--- src/rtl/demux_route_if.sv ---
// Stream bundle for demux_route: one select-tagged input stream, two routed
// output streams and the per-port routed-word counters.
interface demux_route_if #(
  parameter int WIDTH = 32,
  parameter int CNT_W = 16
);
  logic             in_valid;
  logic             in_ready;
  logic             Sel;
  logic [WIDTH-1:0] Din;
  logic             A_valid;
  logic             A_ready;
  logic [WIDTH-1:0] A_data;
  logic             B_valid;
  logic             B_ready;
  logic [WIDTH-1:0] B_data;
  logic [CNT_W-1:0] cnt_a;
  logic [CNT_W-1:0] cnt_b;

  // Producer/consumer side: drives the input stream and both output readies.
  modport master (
    output in_valid, Sel, Din, A_ready, B_ready,
    input  in_ready, A_valid, A_data, B_valid, B_data, cnt_a, cnt_b
  );

  // Router side.
  modport slave (
    input  in_valid, Sel, Din, A_ready, B_ready,
    output in_ready, A_valid, A_data, B_valid, B_data, cnt_a, cnt_b
  );
endinterface

--- src/rtl/demux_route.sv ---
// Registered 1-to-2 router: each accepted word lands in the FIFO picked by Sel,
// with a saturating routed-word counter per destination.
module demux_route #(
  parameter int WIDTH = 32,
  parameter int DEPTH = 2,
  parameter int CNT_W = 16
) (
  input  logic           clk,
  input  logic           rst_n,
  input  logic           clr,
  demux_route_if.slave   bus
);
  localparam int AW = $clog2(DEPTH);
  localparam logic [AW:0] FULL_LVL = (AW+1)'(DEPTH);

  logic [1:0]             full;
  logic [1:0]             valid;
  logic [1:0]             out_ready;
  logic [1:0]             push;
  logic [1:0]             pop;
  logic [1:0][WIDTH-1:0]  head;
  logic [1:0][CNT_W-1:0]  cnt;
  logic                   accept;

  assign out_ready = {bus.B_ready, bus.A_ready};

  // Readiness looks only at the selected FIFO's registered fill level, so a
  // pop in the same cycle never frees a slot for the incoming word.
  assign bus.in_ready = bus.Sel ? !full[1] : !full[0];
  assign accept       = bus.in_valid & bus.in_ready & !clr;

  generate
    for (genvar gi = 0; gi < 2; gi++) begin : g_port
      logic [WIDTH-1:0] mem_reg [DEPTH];
      logic [AW-1:0]    wr_ptr_reg;
      logic [AW-1:0]    rd_ptr_reg;
      logic [AW:0]      occ_reg;
      logic [CNT_W-1:0] cnt_reg;

      assign push[gi]  = accept & (bus.Sel == 1'(gi));
      assign pop[gi]   = valid[gi] & out_ready[gi] & !clr;
      assign full[gi]  = (occ_reg == FULL_LVL);
      assign valid[gi] = (occ_reg != '0);
      assign head[gi]  = valid[gi] ? mem_reg[rd_ptr_reg] : '0;
      assign cnt[gi]   = cnt_reg;

      always_ff @(posedge clk or negedge rst_n) begin
        if (!rst_n) begin
          wr_ptr_reg <= '0;
          rd_ptr_reg <= '0;
          occ_reg    <= '0;
          cnt_reg    <= '0;
          for (int i = 0; i < DEPTH; i++) begin
            mem_reg[i] <= '0;
          end
        end else if (clr) begin
          wr_ptr_reg <= '0;
          rd_ptr_reg <= '0;
          occ_reg    <= '0;
          cnt_reg    <= '0;
        end else begin
          if (push[gi]) begin
            mem_reg[wr_ptr_reg] <= bus.Din;
            wr_ptr_reg          <= wr_ptr_reg + 1'b1;
          end
          if (pop[gi]) begin
            rd_ptr_reg <= rd_ptr_reg + 1'b1;
          end
          case ({push[gi], pop[gi]})
            2'b10:   occ_reg <= occ_reg + 1'b1;
            2'b01:   occ_reg <= occ_reg - 1'b1;
            default: occ_reg <= occ_reg;
          endcase
          if (push[gi] && (cnt_reg != '1)) begin
            cnt_reg <= cnt_reg + 1'b1;
          end
        end
      end
    end
  endgenerate

  assign bus.A_valid = valid[0];
  assign bus.A_data  = head[0];
  assign bus.B_valid = valid[1];
  assign bus.B_data  = head[1];
  assign bus.cnt_a   = cnt[0];
  assign bus.cnt_b   = cnt[1];
endmodule

--- src/flat_wrapper.sv ---
// flat-port wrapper written by rule: the top's interface ports become plain ports
module demux_route_flat 
#(
  parameter int WIDTH = 32,
  parameter int DEPTH = 2,
  parameter int CNT_W = 16
)
  (clk, rst_n, clr, bus_in_valid, bus_Sel, bus_Din, bus_A_ready, bus_B_ready, bus_in_ready, bus_A_valid, bus_A_data, bus_B_valid, bus_B_data, bus_cnt_a, bus_cnt_b);
  demux_route_if #(.WIDTH(WIDTH), .CNT_W(CNT_W)) bus_i ();
  input  logic clk;
  input  logic rst_n;
  input  logic clr;
  input wire logic [$bits(bus_i.in_valid)-1:0] bus_in_valid;
  input wire logic [$bits(bus_i.Sel)-1:0] bus_Sel;
  input wire logic [$bits(bus_i.Din)-1:0] bus_Din;
  input wire logic [$bits(bus_i.A_ready)-1:0] bus_A_ready;
  input wire logic [$bits(bus_i.B_ready)-1:0] bus_B_ready;
  output wire logic [$bits(bus_i.in_ready)-1:0] bus_in_ready;
  output wire logic [$bits(bus_i.A_valid)-1:0] bus_A_valid;
  output wire logic [$bits(bus_i.A_data)-1:0] bus_A_data;
  output wire logic [$bits(bus_i.B_valid)-1:0] bus_B_valid;
  output wire logic [$bits(bus_i.B_data)-1:0] bus_B_data;
  output wire logic [$bits(bus_i.cnt_a)-1:0] bus_cnt_a;
  output wire logic [$bits(bus_i.cnt_b)-1:0] bus_cnt_b;
  assign bus_i.in_valid = bus_in_valid;
  assign bus_i.Sel = bus_Sel;
  assign bus_i.Din = bus_Din;
  assign bus_i.A_ready = bus_A_ready;
  assign bus_i.B_ready = bus_B_ready;
  assign bus_in_ready = bus_i.in_ready;
  assign bus_A_valid = bus_i.A_valid;
  assign bus_A_data = bus_i.A_data;
  assign bus_B_valid = bus_i.B_valid;
  assign bus_B_data = bus_i.B_data;
  assign bus_cnt_a = bus_i.cnt_a;
  assign bus_cnt_b = bus_i.cnt_b;
  demux_route #(.WIDTH(WIDTH), .DEPTH(DEPTH), .CNT_W(CNT_W)) u_core (.clk(clk), .rst_n(rst_n), .clr(clr), .bus(bus_i));
endmodule
--- config.mk ---
export PLATFORM = sky130hd
export DESIGN_NAME = demux_route_flat
export DESIGN_NICKNAME = d
export VERILOG_FILES = /design/src/rtl/demux_route_if.sv /design/src/rtl/demux_route.sv /design/src/flat_wrapper.sv
export SDC_FILE = /design/constraint.sdc
export NUM_CORES = 1
export LEC_CHECK = 0
export BUFFER_PORTS_ARGS = -buffer_cell sky130_fd_sc_hd__buf_2
export CORE_UTILIZATION = 25
export DETAILED_ROUTE_END_ITERATION = 6
export PLACE_DENSITY = 0.47
export REMOVE_ABC_BUFFERS = 1
export SYNTH_ARGS = -nofsm -noshare
export SYNTH_HDL_FRONTEND = slang
export SYNTH_SLANG_ARGS = --single-unit
--- constraint.sdc ---
create_clock -name clk -period 3 [get_ports clk]
set_clock_uncertainty 0.15 [all_clocks]
set_input_delay 0.75 -clock clk [delete_from_list [all_inputs] [get_ports clk]]
set_output_delay 0.75 -clock clk [all_outputs]
set_load 0.02 [all_outputs]
==> flow_metrics.py, run 1 <==
metrics = {
    "run_status": {
        "outcome": "complete, no violations",
    },
    "clock_network": {
        "clock_path_buffers": 2,
        "cts_buffers": 17,
        "cts_tree": "done",
        "cts_hold_buf": 0,
        "cts.clk_slew.worst_paths_ps": 80,
        "cts_root_buf": "clkbuf_16",
        "cts.sinks": 168,
        "cts_resized": 0,
        "clock_latency_ps": 430,
        "htree_levels": 4,
        "postCtsSetupBuffers": 0,
    },
    "global_route": {
        "grtUsageTotal": 0.126,
        "overflow": 0,
        "grt_pass1_wl_um": 32300,
        "first_global_vias": 5741,
        "antenna_found_initial": 2,
        "grt_max_degree": 67,
    },
    "power_and_ir_drop": {
        "ir_worst_vdd_v": 0.000379,
        "clock_power_share": 0.361,
        "p_per_area_nw_per_um2": 605,
        "seqPwrFrac": 0.491,
        "power_switching_share": 0.276,
        "p_leak_nw": 4.42,
        "p_total_mw": 5.97,
        "p_int_mw": 4.32,
        "p_comb_frac": 0.148,
        "p_switching_mw": 1.65,
    },
    "placed_design": {
        "placed_area_um2": 9280,
        "dpl.hpwl_um": 13000,
        "dp_cells": 1172,
        "place_congestion": 0.713,
        "portBuffers": 137,
    },
    "yosys": {
        "syn_area_per_cell_um2": 12.3,
        "synth-edff-count": 0,
        "ys_top_cells_by_area": "dfrtp_1, mux2_2, mux2i_1, nor2_1, buf_2",
        "ys_seq_area_frac": 0.524,
        "yosysMostFrequentCell": "dfrtp_1",
        "ys_warn_count": 0,
        "synth.distinct_cells": 55,
        "synth_area_leader_cell": "dfrtp_1",
        "synth_top_area_share": 0.524,
        "synthesis.instances": 653,
        "postSynth.asyncResetShare": 1.00,
        "synth_commonest_cells": "dfrtp_1, mux2_2, nor2_1, mux2i_1, buf_2",
        "netlist_area_um2": 8030,
        "yosys_most_used_dff": "dfrtp_1",
        "synth_seq_cells": 168,
    },
    "floorplan": {
        "die_w_um": 181,
        "fp.dieH_um": 181,
        "io_pins": 138,
        "rows": 65,
        "start_util": 0.254,
        "design.die.area_um2": 32800,
        "core_um2": 31600,
    },
    "worst_hold_path": {
        "min_path_type": "input pin to async pin",
    },
    "detailed_routing": {
        "drt_iter0_drc": 178,
        "viasPerCell": 4.58,
        "dr.pass1.iters": 4,
        "drc": 0,
        "drt-total-wl_um": 19600,
        "ant_nets": 0,
        "wl_per_cell_um": 16.3,
        "routed-via-count": 5512,
    },
    "finish": {
        "utilization": 0.312,
        "drive_above_1_share": 0.421,
        "area_delta_synth_final_pct": 22.9,
        "fillerInstances": 3253,
        "design_area_um2": 9860,
        "fin_nets": 830,
        "largest_reg_flops": 128,
        "diodes": 0,
        "final_cells": 1204,
    },
    "setup_path": {
        "critical_path_required_ps": 2100,
        "crit_end": "bus_B_data[17]",
        "r2r_cells": 5,
        "startpoint": "u_core.g_port[1].occ_reg[1]$_DFFE_PN0P_",
        "timing.rr.end": "u_core.bus.cnt_a[9]$_DFFE_PN0P_",
        "critPathMaxFanout": 16,
        "worst_setup_path_end_kind": "output pin",
        "r2r_setup_slack_ps": 710,
        "r2r-start": "u_core.bus.cnt_a[0]$_DFFE_PN0P_",
        "start_kind": "flip-flop",
        "critPathKind": "flip-flop to output pin",
        "cp.arrival_ps": 1830,
    },
    "timing": {
        "worst_pin_slew_ps": 572,
        "fin_crit_sh": 0.911,
        "drv_slew": 0,
        "hold_ws_ps": 79.6,
        "setup_viol": 0,
        "period_needed_ps": 2730,
        "relSlewSlack": 0.619,
        "rsz0062_at_grt": "false",
        "finalHoldViolations": 0,
        "fmax_ghz": 0.366,
    },
    "job": {
        "max_cap_violations": 0,
    },
}
worst max-delay path, stage by stage, from the launching register on:
cell     delay (ps)
dfrtp_1         440
nor2_4          350
buf_4           320
nor2_1          120
buf_2           170
routing by layer:
layer  global-route usage  vias to the layer above  wire, um
met5                    0                        -        27
met4               0.0315                        4       185
met3               0.0327                       15       840
met2                0.199                      114      8990
met1                0.170                     2763      9540
li1                     -                     2616         -
power groups by stage:
| stage | clock network, mW | registers, mW | logic (mW) |
|---|---|---|---|
| final | 2.16 | 2.93 | 0.885 |
| after CTS | 2.26 | 2.93 | 0.906 |
| after floorplan | 0 | 2.92 | 0.637 |
| after global routing | 2.36 | 2.99 | 0.992 |
| after global placement | 0 | 2.97 | 0.881 |
| after detailed placement | 0 | 2.98 | 0.904 |
area by class of cell:
type | instances | area [um^2] | share of cell area
clock buffers | 17 | 425 | 0.0431
repair buffers | 154 | 895 | 0.0907
clock inverters | 15 | 158 | 0.0160
well taps | 402 | 503 | 0.0510
inverters | 9 | 33.8 | 0.00343
multi-input cells | 439 | 3640 | 0.369
flip-flops and latches | 168 | 4210 | 0.427
through the flow:
step / setup WS, ps / TNS [ps]
finish: 267 / 0
floorplan: -3.58 / -115
global route: 110 / 0
CTS: 188 / 0
detailed placement: 302 / 0
global placement: 353 / 0
cells by family after synthesis:
family                     synth area share
and+or+nand+nor                       0.118
muxes                                 0.285
adders and majority gates           0.00312
DFF                                   0.524
buffers and inverters                0.0265
AOI/OAI and AO/OA                    0.0391
xor gates and xnor gates            0.00437
placed cells by master (no fill, tap or decap), drive strengths merged, types with 6 or more instances in the layout:
cell | synthesis | routed
or4 | 10 | 10
nor2b | 11 | 11
nand3 | 13 | 13
mux2 | 139 | 139
clkbuf | 13 | 17
and3 | 6 | 6
clkinv | 0 | 8
buf | 24 | 154
dfrtp | 168 | 168
nand4 | 6 | 6
nand2 | 20 | 20
nor4 | 10 | 10
a21oi | 13 | 13
nor2 | 84 | 84
o31ai | 8 | 8
mux2i | 72 | 72
inv | 9 | 15
how the worst min path moves through the flow:
stage                                        startpoint                                        to  slack, ps  cells past startpoint
2_1_floorplan                                     rst_n           u_core.bus.cnt_a[0]$_DFFE_PN0P_        300                      0
3_3_place_gp   u_core.g_port[0].mem_reg[35]$_DFFE_PN0P_  u_core.g_port[0].mem_reg[35]$_DFFE_PN0P_        320                      1
3_5_place_dp   u_core.g_port[0].mem_reg[35]$_DFFE_PN0P_  u_core.g_port[0].mem_reg[35]$_DFFE_PN0P_        330                      1
4_1_cts                                           rst_n  u_core.g_port[1].mem_reg[20]$_DFFE_PN0P_         70                      1
5_1_grt                                           rst_n  u_core.g_port[1].mem_reg[20]$_DFFE_PN0P_         80                      1
6_report                                          rst_n  u_core.g_port[1].mem_reg[20]$_DFFE_PN0P_         80                      1
Power figures use the tool's default switching activity.
==> run 2: changes to the inputs <==
==> constraint.sdc (replaced) <==
create_clock -name clk -period 3 [get_ports clk]
set_clock_uncertainty 0.15 [all_clocks]
set_input_delay 0.6 -clock clk [delete_from_list [all_inputs] [get_ports clk]]
set_output_delay 0.6 -clock clk [all_outputs]
set_load 0.02 [all_outputs]
==> run 2 against run 1 <==
Combinational power is essentially flat; utilization grew 0.056 points; global-route usage grew 0.33 points; wire length grew 2.1%; power grew 0.75%; clock power grew 2%; register-to-register slack gained 40 ps; via count shrank 0.29%; sequential power is essentially flat; die area is the same; critical path type unchanged; critical endpoint is now bus_B_data[7]; largest cell class unchanged; largest power group unchanged; highest routed layer unchanged.
==> flow_metrics.py, run 2 (synthesized netlist as in run 1, its figures left out) <==
metrics = {
    "detailed_routing": {
        "wl_per_cell_um": 16.6,
        "viasPerCell": 4.57,
        "drt-total-wl_um": 20000,
        "ant_nets": 0,
        "drt_iter0_drc": 223,
        "dr.pass1.iters": 4,
        "routed-via-count": 5496,
        "drc": 0,
    },
    "finish": {
        "drive_above_1_share": 0.421,
        "fin_nets": 829,
        "layout_commonest_cell": "dfrtp_1",
        "final_cell_mix": "dfrtp_1, buf_2, mux2_2",
        "diodes": 0,
        "multiInputGateArea_um2": 3640,
        "fillerInstances": 3236,
        "design_area_um2": 9880,
        "area.sequential_um2": 4210,
        "area_delta_synth_final_pct": 23.1,
        "largest_reg_flops": 128,
    },
    "clock_network": {
        "cts.sinks": 168,
        "htree_levels": 4,
        "cts_buffers": 17,
        "cts_tree": "done",
        "clock_latency_ps": 430,
        "cts_hold_buf": 0,
        "clock_path_buffers": 2,
        "postCtsSetupBuffers": 0,
        "cts_resized": 0,
        "cts_root_buf": "clkbuf_16",
        "cts.clk_slew.worst_paths_ps": 80,
    },
    "run_status": {
        "outcome": "complete, no violations",
    },
    "global_route": {
        "grtUsageTotal": 0.129,
        "antenna_found_initial": 2,
        "first_global_vias": 5629,
        "overflow": 0,
        "grt_max_degree": 67,
        "grt_pass1_wl_um": 32500,
    },
    "floorplan": {
        "rows": 65,
        "start_util": 0.254,
        "core_um2": 31600,
        "die_w_um": 181,
        "io_pins": 138,
        "fp.dieH_um": 181,
        "design.die.area_um2": 32800,
    },
    "power_and_ir_drop": {
        "p_per_area_nw_per_um2": 609,
        "p_int_mw": 4.35,
        "clock_power_share": 0.366,
        "ir_worst_vdd_v": 0.000337,
        "p_switching_mw": 1.67,
        "p_comb_frac": 0.147,
        "seqPwrFrac": 0.487,
        "p_leak_nw": 4.43,
        "p_total_mw": 6.01,
        "power_switching_share": 0.277,
    },
    "timing": {
        "period_needed_ps": 2530,
        "hold_ws_ps": 23.0,
        "drv_slew": 0,
        "setup_viol": 0,
        "setup_ws_ps": 471,
        "worst_pin_slew_ps": 645,
        "fmax_ghz": 0.395,
        "relSlewSlack": 0.570,
        "finalHoldViolations": 0,
        "final.setup.tns_ps": 0,
        "fin_crit_sh": 0.843,
        "rsz0062_at_grt": "false",
    },
    "placed_design": {
        "dpl.hpwl_um": 13000,
        "dp_slack_ps": 484,
        "placed_area_um2": 9280,
        "portBuffers": 137,
        "place_congestion": 0.744,
    },
    "setup_path": {
        "critPathKind": "flip-flop to output pin",
        "timing.rr.end": "u_core.bus.cnt_a[1]$_DFFE_PN0P_",
        "worst-path-buf-inv": 2,
        "critical_path_required_ps": 2250,
        "cp_slowest_cell": "dfrtp_2",
        "r2r-start": "u_core.bus.cnt_a[0]$_DFFE_PN0P_",
        "worst_setup_path_end_kind": "output pin",
        "cp_slowest_stage_delay_ps": 620,
        "r2r_setup_slack_ps": 750,
        "cp_cell_sequence": "buf_12 > mux2i_1 > nor2_1 > buf_2",
        "cp.arrival_ps": 1780,
        "crit_family": "flip-flops",
        "r2r_cells": 5,
        "critPathMaxFanout": 23,
        "start_kind": "flip-flop",
    },
    "job": {
        "max_cap_violations": 0,
    },
    "worst_hold_path": {
        "min_path_type": "input pin to async pin",
    },
}
==> run 2: cell count changes in the layout (fill, tap and decap cells not counted) <==
cell      previous run  this run
buf_4               11         9
clkinv_2             2         0
clkinv_4             3         5
buf_12               6         7
clkbuf_8             0         1
inv_6                1         0
==> run 2: worst max-delay path by stage <==
| stage | to | from | depth (start not counted) |
|---|---|---|---|
| detailed placement | u_core.g_port[0].mem_reg[56]$_DFFE_PN0P_ | clr | 6 |
| global placement | u_core.g_port[0].mem_reg[60]$_DFFE_PN0P_ | bus_Sel | 6 |
| finish | bus_B_data[7] | u_core.g_port[1].rd_ptr_reg$_DFFE_PN0P_ | 4 |
| floorplan | u_core.g_port[1].mem_reg[32]$_DFFE_PN0P_ | clr | 3 |
| global route | bus_B_data[18] | u_core.g_port[1].rd_ptr_reg$_DFFE_PN0P_ | 4 |
| CTS | bus_B_data[7] | u_core.g_port[1].rd_ptr_reg$_DFFE_PN0P_ | 4 |
==> run 2: power groups by stage <==
stage / clock (mW) / sequential [mW] / combinational (mW)
after floorplan: 0 / 2.92 / 0.637
after global placement: 0 / 2.96 / 0.888
after detailed placement: 0 / 2.98 / 0.908
after CTS: 2.29 / 2.93 / 0.911
after global routing: 2.39 / 2.99 / 0.991
final: 2.20 / 2.93 / 0.886
==> run 2: layout make-up <==
cell class,instances,area share
Clock buffer,18,0.0445
Inverter,9,0.00342
Sequential cell,168,0.426
Clock inverter,14,0.0158
Multi-Input combinational cell,439,0.368
Tap cell,402,0.0509
Timing Repair Buffer,153,0.0911
==> run 2: routing by layer <==
layer	part of all wire	up-vias	track usage	wire, um
met2	0.47	112	0.208	9320
met4	0.010	4	0.0315	204
met5	0.0011	-	0	22
met1	0.48	2762	0.172	9600
li1	-	2602	-	-
met3	0.042	16	0.0323	844
==> run 2: through the flow <==
| stage | std cells | utilization |
|---|---|---|
| final | 1203 | 0.313 |
| after global routing | 1203 | 0.313 |
| after global placement | 1171 | 0.294 |
| after CTS | 1203 | 0.313 |
| after floorplan | 616 | - |
| after detailed placement | 1171 | 0.294 |
==> run 3: changes to the inputs <==
ABC_AREA = 1   (was unset)
clock period = 2.45 ns   (was 3 ns; I/O delays follow)
==> run 3 against run 2 <==
Setup slack got worse by 380 ps; combinational power increased to 3.9 times the previous value; wire length increased by 22%; clock power increased by 25%; power increased by 71%; non-clock buffer count increased by 10; critical path depth increased by 2; sequential power increased by 40%; die area increased by 2.1%; clock-buffer cell count unchanged.
==> flow_metrics.py, run 3 <==
metrics = {
    "clock_network": {
        "cts_buffers": 17,
        "cts.sinks": 168,
        "cts_tree": "done",
        "cts_root_buf": "clkbuf_16",
        "clock_latency_ps": 430,
        "clock_path_buffers": 2,
        "htree_levels": 4,
        "cts.clk_slew.worst_paths_ps": 80,
    },
    "power_and_ir_drop": {
        "power_switching_share": 0.382,
        "p_leak_nw": 5.00,
        "clock_power_share": 0.267,
        "p_comb_frac": 0.335,
        "p_per_area_nw_per_um2": 1010,
        "ir_worst_vdd_v": 0.000596,
        "p_switching_mw": 3.92,
        "seqPwrFrac": 0.398,
        "p_total_mw": 10.3,
        "p_int_mw": 6.35,
    },
    "timing": {
        "drv_slew": 0,
        "final.setup.tns_ps": 0,
        "worst_pin_slew_ps": 685,
        "period_needed_ps": 2360,
        "rsz0062_at_grt": "false",
        "fmax_ghz": 0.423,
        "fin_crit_sh": 0.964,
        "finalHoldViolations": 0,
        "relSlewSlack": 0.543,
        "setup_viol": 0,
    },
    "setup_path": {
        "critPathKind": "flip-flop to output pin",
        "critical_path_required_ps": 1810,
        "critPathMaxFanout": 25,
        "r2r_cells": 8,
        "start_kind": "flip-flop",
        "cp.arrival_ps": 1720,
        "worst_setup_path_end_kind": "output pin",
    },
    "detailed_routing": {
        "drt-total-wl_um": 24300,
        "routed-via-count": 7236,
        "drc": 0,
        "dr.pass1.iters": 5,
        "wl_per_cell_um": 14.9,
        "viasPerCell": 4.44,
        "ant_nets": 0,
        "drt_iter0_drc": 420,
    },
    "yosys": {
        "ys_seq_area_frac": 0.513,
        "postSynth.asyncResetShare": 1.00,
        "synth_compound_area_frac": 0.142,
        "synth_commonest_cells": "nand2_1, dfrtp_1, o21ai_0, inv_1, a21oi_1",
        "synthesis.instances": 1049,
        "syn_area_per_cell_um2": 7.81,
        "yosys_most_used_dff": "dfrtp_1",
        "ys_top_cells_by_area": "dfrtp_1, nand2_1, o21ai_0, inv_1, a21oi_1",
        "netlist_area_um2": 8200,
        "synth_seq_cells": 168,
        "synth_top_area_share": 0.513,
        "yosysMostFrequentCell": "nand2_1",
        "yosys.area_share.adder": 0.00305,
        "synth_top_family_by_area": "simple AND/OR/NAND/NOR gates",
        "synth-edff-count": 0,
        "synth_area_leader_cell": "dfrtp_1",
        "ys_warn_count": 0,
        "synth.distinct_cells": 30,
        "synthXorXnorAreaFrac": 0.00641,
        "muxShareOfSynthArea": 0,
        "synthSimpleGateAreaFrac": 0.258,
    },
    "finish": {
        "fillerInstances": 3500,
        "area_delta_synth_final_pct": 23.6,
        "utilization": 0.318,
        "final_cell_mix": "nand2_1, dfrtp_1, o21ai_0",
        "largest_reg_flops": 128,
        "layout_commonest_cell": "nand2_1",
        "fin_nets": 1221,
        "drive_above_1_share": 0.187,
    },
    "floorplan": {
        "die_w_um": 183,
        "design.die.area_um2": 33500,
        "core_um2": 31900,
        "start_util": 0.257,
        "rows": 65,
        "io_pins": 138,
        "fp.dieH_um": 183,
    },
    "placed_design": {
        "place_congestion": 0.806,
        "portBuffers": 137,
        "dpl.hpwl_um": 15200,
    },
    "global_route": {
        "antenna_found_initial": 1,
        "grt_pass1_wl_um": 38800,
        "overflow": 0,
        "grtUsageTotal": 0.150,
        "grt_max_degree": 105,
        "first_global_vias": 7010,
    },
    "run_status": {
        "outcome": "complete, no violations",
    },
    "worst_hold_path": {
        "min_path_cells": 3,
        "min_path_type": "input pin to flip-flop",
    },
    "job": {
        "max_cap_violations": 0,
    },
}
-- run 3: cell count changes after synthesis, moves of 18 or more --
cell,change
nand2_1,+354
o21ai_0,+141
mux2i_1,-72
nand3_1,+23
a21oi_1,+56
nor2_1,-47
nand4_1,+18
inv_1,+87
mux2_2,-133
-- run 3: timing repair --
item / 4_1_cts / 5_1_grt
hold endpoints to repair: 66 / 0
gates cloned: 1 / 1
pin swaps: 0 / 1
gates resized for setup: 5 / 9
endpoints found under the setup margin: 27 / 34
buffers inserted: 0 / 3
hold buffers: 1 / 0
-- run 3: final timing paths --
kind                                                          start                                        to  slack (ps)
max reg2reg                         u_core.bus.cnt_a[0]$_DFFE_PN0P_           u_core.bus.cnt_a[5]$_DFFE_PN0P_         410
min in group asynchronous                                     rst_n           u_core.bus.cnt_b[3]$_DFFE_PN0P_         440
min                                                      bus_Din[9]  u_core.g_port[1].mem_reg[41]$_DFFE_PN0P_         150
max in group asynchronous                                     rst_n   u_core.g_port[0].rd_ptr_reg$_DFFE_PN0P_        1120
max                         u_core.g_port[0].occ_reg[1]$_DFFE_PN0P_                            bus_A_data[18]          90
min reg2reg                u_core.g_port[1].mem_reg[56]$_DFFE_PN0P_  u_core.g_port[1].mem_reg[56]$_DFFE_PN0P_         320
-- run 3: critical path, stage by stage, from the launching register on --
cell,delay [ps]
dfrtp_1,390
inv_1,50
nand2_1,120
buf_12,200
o21ai_0,100
a21oi_1,210
buf_2,210
-- run 3: layout make-up --
class                      count  area, um^2  area share
antenna                        1        2.50    0.000247
clock buffer                  18         429      0.0424
clock inverter                14         154      0.0152
inverter                     101         380      0.0375
multi-input combinational    729        3370       0.332
sequential                   168        4210       0.415
tap                          435         544      0.0537
timing repair buffer         163        1040       0.103
-- run 3: logic make-up after synthesis --
family | after synthesis
XOR/XNOR | 6
adder cells (fa/ha/maj) | 2
AO/OA/AOI/OAI | 229
buffers and inverters | 152
AND/OR/NAND/NOR | 492
flip-flops | 168
-- run 3: per-stage QoR --
step,cell area [um^2],setup slack [ps],instances,hold WS (ps)
5_1_grt,10100,9.89,1628,132
4_1_cts,10100,1.22,1624,117
3_3_place_gp,9420,287,1590,298
2_1_floorplan,7940,79.6,998,44.4
3_5_place_dp,9420,231,1590,303
6_report,10100,87.7,1629,149
-- run 3: power groups by stage --
stage	combinational, mW	sequential [mW]	clock (mW)
6_report	3.44	4.09	2.75
5_1_grt	3.90	4.20	2.95
4_1_cts	3.37	4.11	2.85
3_5_place_dp	3.23	4.15	0
3_3_place_gp	3.20	4.13	0
2_1_floorplan	1.95	4.11	0
-- run 3: layer usage --
metal	track usage	routed length, um
met5	0	11
met4	0.0350	208
met3	0.0435	1490
met2	0.234	10700
met1	0.202	11800
